$ cat src/rtl/seq_div_pkg.sv
// rtl/seq_div_pkg.sv - shared widths and state encoding for the 32/16 sequential divider
package seq_div_pkg;

    localparam int DW = 16;
    localparam int QW = 2 * DW;
    localparam int CW = 5;

    typedef enum logic [0:0] {
        IDLE = 1'b0,
        RUN  = 1'b1
    } state_e;

endpackage

$ cat src/rtl/seq_div32_16_div_step.sv
// rtl/seq_div32_16_div_step.sv - one combinational restoring-division step
module div_step
    import seq_div_pkg::*;
(
    input  logic [DW-1:0] rem,
    input  logic          in_bit,
    input  logic [DW-1:0] divisor,
    output logic [DW-1:0] rem_next,
    output logic          q_bit
);

    logic [DW:0] pr;

    // Shift the next dividend bit into the partial remainder and subtract when it fits.
    // The running remainder is always below the divisor, so the difference fits in DW bits.
    always_comb begin
        pr       = {rem, in_bit};
        q_bit    = (pr >= {1'b0, divisor});
        rem_next = q_bit ? DW'(pr - {1'b0, divisor}) : pr[DW-1:0];
    end

endmodule

$ cat src/rtl/seq_div32_16.sv
// rtl/seq_div32_16.sv - sequential unsigned 32/16 restoring divider; optional DIV_ZERO_CHK_EN
module seq_div32_16
    import seq_div_pkg::*;
(
    input  logic          clk,
    input  logic          rst_n,
    input  logic          start,
    input  logic [QW-1:0] dividend,
    input  logic [DW-1:0] divisor,
    output logic          busy,
    output logic          done,
    output logic [QW-1:0] quotient,
    output logic [DW-1:0] remainder,
    output logic          div_by_zero
);

    state_e        state_q, state_d;
    logic [CW-1:0] cnt_q, cnt_d;
    logic [QW-1:0] dq_q, dq_d;
    logic [DW-1:0] rem_q, rem_d;
    logic [DW-1:0] dvs_q, dvs_d;
    logic          busy_q, busy_d;
    logic          done_q, done_d;
    logic [QW-1:0] quot_q, quot_d;
    logic [DW-1:0] remo_q, remo_d;
`ifdef DIV_ZERO_CHK_EN
    logic          dz_q, dz_d;
    logic          dbz_q, dbz_d;
`endif

    logic [DW-1:0] step_rem;
    logic          step_q;

    div_step u_step (
        .rem      (rem_q),
        .in_bit   (dq_q[QW-1]),
        .divisor  (dvs_q),
        .rem_next (step_rem),
        .q_bit    (step_q)
    );

    // Handshake FSM: accept in IDLE, one quotient bit per RUN cycle, publish on the last step.
    always_comb begin
        state_d = state_q;
        cnt_d   = cnt_q;
        dq_d    = dq_q;
        rem_d   = rem_q;
        dvs_d   = dvs_q;
        busy_d  = busy_q;
        done_d  = 1'b0;
        quot_d  = quot_q;
        remo_d  = remo_q;
`ifdef DIV_ZERO_CHK_EN
        dz_d    = dz_q;
        dbz_d   = dbz_q;
`endif
        case (state_q)
            IDLE: begin
                if (start) begin
                    dq_d    = dividend;
                    dvs_d   = divisor;
                    rem_d   = '0;
                    cnt_d   = '0;
                    busy_d  = 1'b1;
                    state_d = RUN;
`ifdef DIV_ZERO_CHK_EN
                    dz_d    = (divisor == '0);
`endif
                end
            end
            RUN: begin
`ifdef DIV_ZERO_CHK_EN
                if (dz_q) begin
                    // Short-circuit: same values the full iteration would produce for a zero divisor.
                    quot_d  = '1;
                    remo_d  = dq_q[DW-1:0];
                    dbz_d   = 1'b1;
                    dz_d    = 1'b0;
                    done_d  = 1'b1;
                    busy_d  = 1'b0;
                    cnt_d   = '0;
                    state_d = IDLE;
                end else
`endif
                begin
                    dq_d  = {dq_q[QW-2:0], step_q};
                    rem_d = step_rem;
                    cnt_d = cnt_q + 1'b1;
                    if (cnt_q == CW'(QW - 1)) begin
                        quot_d  = {dq_q[QW-2:0], step_q};
                        remo_d  = step_rem;
`ifdef DIV_ZERO_CHK_EN
                        dbz_d   = 1'b0;
`endif
                        done_d  = 1'b1;
                        busy_d  = 1'b0;
                        cnt_d   = '0;
                        state_d = IDLE;
                    end
                end
            end
            default: state_d = IDLE;
        endcase
    end

    // State and datapath registers; reset clears everything at once, aborting any run.
    always_ff @(posedge clk or negedge rst_n) begin
        if (!rst_n) begin
            state_q <= IDLE;
            cnt_q   <= '0;
            dq_q    <= '0;
            rem_q   <= '0;
            dvs_q   <= '0;
            busy_q  <= 1'b0;
            done_q  <= 1'b0;
            quot_q  <= '0;
            remo_q  <= '0;
`ifdef DIV_ZERO_CHK_EN
            dz_q    <= 1'b0;
            dbz_q   <= 1'b0;
`endif
        end else begin
            state_q <= state_d;
            cnt_q   <= cnt_d;
            dq_q    <= dq_d;
            rem_q   <= rem_d;
            dvs_q   <= dvs_d;
            busy_q  <= busy_d;
            done_q  <= done_d;
            quot_q  <= quot_d;
            remo_q  <= remo_d;
`ifdef DIV_ZERO_CHK_EN
            dz_q    <= dz_d;
            dbz_q   <= dbz_d;
`endif
        end
    end

    assign busy      = busy_q;
    assign done      = done_q;
    assign quotient  = quot_q;
    assign remainder = remo_q;
`ifdef DIV_ZERO_CHK_EN
    assign div_by_zero = dbz_q;
`else
    assign div_by_zero = 1'b0;
`endif

endmodule

$ cat config.mk
export PLATFORM = sky130hd
export DESIGN_NAME = seq_div32_16
export DESIGN_NICKNAME = d
export VERILOG_FILES = /design/src/rtl/seq_div_pkg.sv /design/src/rtl/seq_div32_16_div_step.sv /design/src/rtl/seq_div32_16.sv
export SDC_FILE = /design/constraint.sdc
export NUM_CORES = 1
export LEC_CHECK = 0
export CORE_MARGIN = 2
export CORE_UTILIZATION = 43
export CTS_CLUSTER_DIAMETER = 120
export DETAILED_ROUTE_END_ITERATION = 7
export PLACE_DENSITY = 0.67
export SLEW_MARGIN = 10
export SYNTH_ARGS = -nofsm -noshare
export SYNTH_HDL_FRONTEND = slang
export SYNTH_SLANG_ARGS = --single-unit
$ cat constraint.sdc
create_clock -name clk -period 3 [get_ports clk]
set_input_delay 0.6 -clock clk [delete_from_list [all_inputs] [get_ports clk]]
set_output_delay 0.6 -clock clk [all_outputs]
set_load 0.02 [all_outputs]
==> results.sh, run 1 <==
export IMPL_status="complete, no violations"
export IMPL_yosysTopAreaCell="dfrtp_1"
export IMPL_synthXorXnorAreaFrac_pct=1.51
export IMPL_via_per_inst=5.22
export IMPL_peakVddDrop_uv=524
export IMPL_grt_max_degree=42
export IMPL_critPathLaunchType="flop"
export IMPL_syn_area_sq_um=5820
export IMPL_insertion_delay_ns=0.41
export IMPL_drc_errors=0
export IMPL_setup_viol=0
export IMPL_critical_path_class="flop to flop"
export IMPL_power_density_nw_per_um2=1320
export IMPL_pin_count=102
export IMPL_ys_seq_area_share_pct=51.6
export IMPL_htree_levels=4
export IMPL_yosys_warnings=0
export IMPL_coreArea_sq_um=13200
export IMPL_grt_pass1_wl_mm=22.7
export IMPL_tightest_slew_ns=0.573
export IMPL_path_clk_slew_ns=0.05
export IMPL_final_hold_viol_count=0
export IMPL_fillCellCount=1169
export IMPL_dr_pass1_iters=4
export IMPL_setup_ws_ns=0.318
export IMPL_nNetsFinal=719
export IMPL_synthCells=549
export IMPL_synth_edf_count=0
export IMPL_dp_slack_ns=0.321
export IMPL_drtIter0Drc=185
export IMPL_tritoncts="built"
export IMPL_synthAdderAreaFrac_pct=4.21
export IMPL_crit_arrival_ns=2.94
export IMPL_dieArea_sq_um=14500
export IMPL_power_leakage_uw=0.00337
export IMPL_yosysUniqueCellTypes=54
export IMPL_synth_compound_area_share_pct=13.5
export IMPL_post_route_period_util_pct=89.4
export IMPL_dpl_cell_area_sq_um=6980
export IMPL_grtUsageTotal_pct=19.9
export IMPL_hold_class="primary input to async pin"
export IMPL_vias=4368
export IMPL_critPathCaptureType="flop"
export IMPL_max_freq_mhz=373
export IMPL_synth_main_ff_cell="dfrtp_1"
export IMPL_postCtsSetupBuffers=0
export IMPL_regArea_sq_um=3000
export IMPL_clock_path_buffers=2
export IMPL_ant_nets=0
export IMPL_cts_sinks=120
export IMPL_routed_wl_mm=13.4
export IMPL_root_buffer="clkbuf_16"
export IMPL_io_buffer_count=100
export IMPL_die_x_um=120
export IMPL_fp_dieH_um=120
export IMPL_n_antenna_cell=0
export IMPL_gp_congestion=0.837
export IMPL_grt_antenna_before_repair=0
export IMPL_period_needed_ns=2.68
export IMPL_rows=42
export IMPL_detailed_place_hpwl_mm=9.44
export IMPL_critical_path_peak_fanout=10
export IMPL_grt_pass1_vias=4721
export IMPL_slew_headroom_pct=61.8
export IMPL_maxCapViolCount=0
export IMPL_synth_seq_cells=120
export IMPL_tns_ns=0
export IMPL_wl_per_cell_um=16.0
export IMPL_clock_skew_ns=0.0136
export IMPL_stdcell_area_sq_um=7600
export IMPL_cts_made_buffers=17
export IMPL_rsz0062_at_grt="false"
export IMPL_synth_top_family_by_area="multiplexers"
export IMPL_async_reset_ff_share_pct=100
export IMPL_synth_area_top_cells="dfrtp_1 52%, mux2i_1 8.1%, mux2_2 6.4%"
export IMPL_utilization_pct=57.4
export IMPL_avgSynthCellArea_sq_um=10.6
export IMPL_syn_num_nets=619
export IMPL_final_layout_size_suffix_gt1_share_pct=13.3
export IMPL_slew_violations=0
export IMPL_yosys_area_top_type_share_pct=51.6
export IMPL_ctsHoldBuffers=0
export IMPL_worst_endpoint_required_ns=3.26
export IMPL_area_growth_pct=30.6
export IMPL_synth_area_mux_share_pct=15.0
export IMPL_start_util_pct=43.9
export IMPL_synth_simple_gate_area_share_pct=9.91
export IMPL_grt_overflow_total=0
export IMPL_cts_resized=0
export IMPL_multi_input_area_sq_um=2580
==> synth_stat cells (6+ instances only) <==
| cell | number |
|---|---|
| nand3_1 | 6 |
| a21oi_1 | 11 |
| nand2_1 | 83 |
| mux2_2 | 33 |
| nor2_1 | 16 |
| clkbuf_1 | 19 |
| xor2_1 | 6 |
| mux2i_1 | 47 |
| inv_1 | 25 |
| a21o_1 | 7 |
| o22ai_1 | 14 |
| ha_1 | 18 |
| o21ai_0 | 53 |
| nand2b_1 | 6 |
| o21ai_1 | 18 |
| dfrtp_1 | 120 |
==> through the flow <==
stage	total power, uW	std cells	hold slack (ns)
floorplan	6510	549	0.304
global placement	7750	806	0.461
detailed placement	7900	806	0.474
CTS	10100	837	0.188
global route	10800	837	0.203
finish	10000	837	0.177
==> cells by family (layout without fill, tap and decap cells) <==
family                   after synthesis  in the layout
buffers and inverters                 56            168
XOR/XNOR                              10             10
multiplexers                          82             82
flip-flops                           120            120
AND/OR/NAND/NOR                      130            130
adder cells (fa/ha/maj)               19             19
other                                  1              1
AO/OA/AOI/OAI                        131            131
==> critical path, stage by stage (launching register included) <==
cell and delay (ns):
dfrtp_1 0.41, ha_1 0.35, a21o_1 0.19, a211o_1 0.31, nor3_1 0.20, o211ai_1 0.12, o21ai_2 0.23, buf_4 0.32
mux2i_1 0.28, o22ai_1 0.11
==> routing by layer <==
| layer | global-route usage, % | wire (um) | up-vias |
|---|---|---|---|
| met5 | 0 | 0 | - |
| met4 | 7.92 | 354 | 0 |
| met3 | 7.55 | 839 | 23 |
| met2 | 33.6 | 6590 | 107 |
| met1 | 22.9 | 5640 | 2119 |
| li1 | - | - | 2119 |
==> power by group <==
| part | switching, uW | internal, uW |
|---|---|---|
| combinational | 2740 | 2280 |
| sequential | 473 | 2390 |
| clock | 717 | 1400 |
==> area by class of cell <==
cell class,instances,area share [%]
clock inverters,12,2.32
well taps,176,2.90
repair buffers,111,14.2
inverters,26,1.28
flip-flops and latches,120,39.5
clock buffers,19,5.83
multi-input cells,373,34.0
==> placed cells by master, fill, tap and decap left out, drive strengths merged, types with 3 or more instances in the layout <==
master         instances
buf                   13
o22ai                 14
bufinv                 4
and3                   4
xor2                   6
clkinv                 6
o21ai                 71
nand3                  7
nor3                   3
ha                    18
mux2i                 47
inv                   26
o21bai                 5
a21oi                 12
mux2                  35
nand2b                 6
o21a                   4
nor2b                  3
dfrtp                120
clkbuf                19
nand2                 83
a21o                   7
xnor2                  4
clkdlybuf4s50         98
nor2                  16
==> sequential cells by signal, indices dropped and copies added, names as in the netlist <==
name       flops
dvs_q         16
done           1
dq_q          32
cnt_q          5
rem_q         16
busy           1
quotient      32
remainder     16
state_q        1
==> worst paths after layout <==
kind                                        endpoint  slack (ns)               startpoint  cells after the start
min in group clk             quotient[0]$_DFFE_PN0P_        0.48  quotient[0]$_DFFE_PN0P_                      1
setup / recovery               rem_q[10]$_DFFE_PN0P_        0.32    rem_q[13]$_DFFE_PN0P_                      9
hold / removal             remainder[13]$_DFFE_PN0P_        0.18                    rst_n                      1
max in group asynchronous       dq_q[29]$_DFFE_PN0P_        2.06                    rst_n                      2
hold reg to reg              quotient[0]$_DFFE_PN0P_        0.48  quotient[0]$_DFFE_PN0P_                      1
setup reg to reg               rem_q[10]$_DFFE_PN0P_        0.32    rem_q[13]$_DFFE_PN0P_                      9
(Power assumes the default switching activity.)
==> inputs of run 2 (changes only) <==
Settings changed: GPL_ROUTABILITY_DRIVEN set to 0.
==> results of run 2 <==
No change in the layout: final DEF, timing and power equal those of run 1.
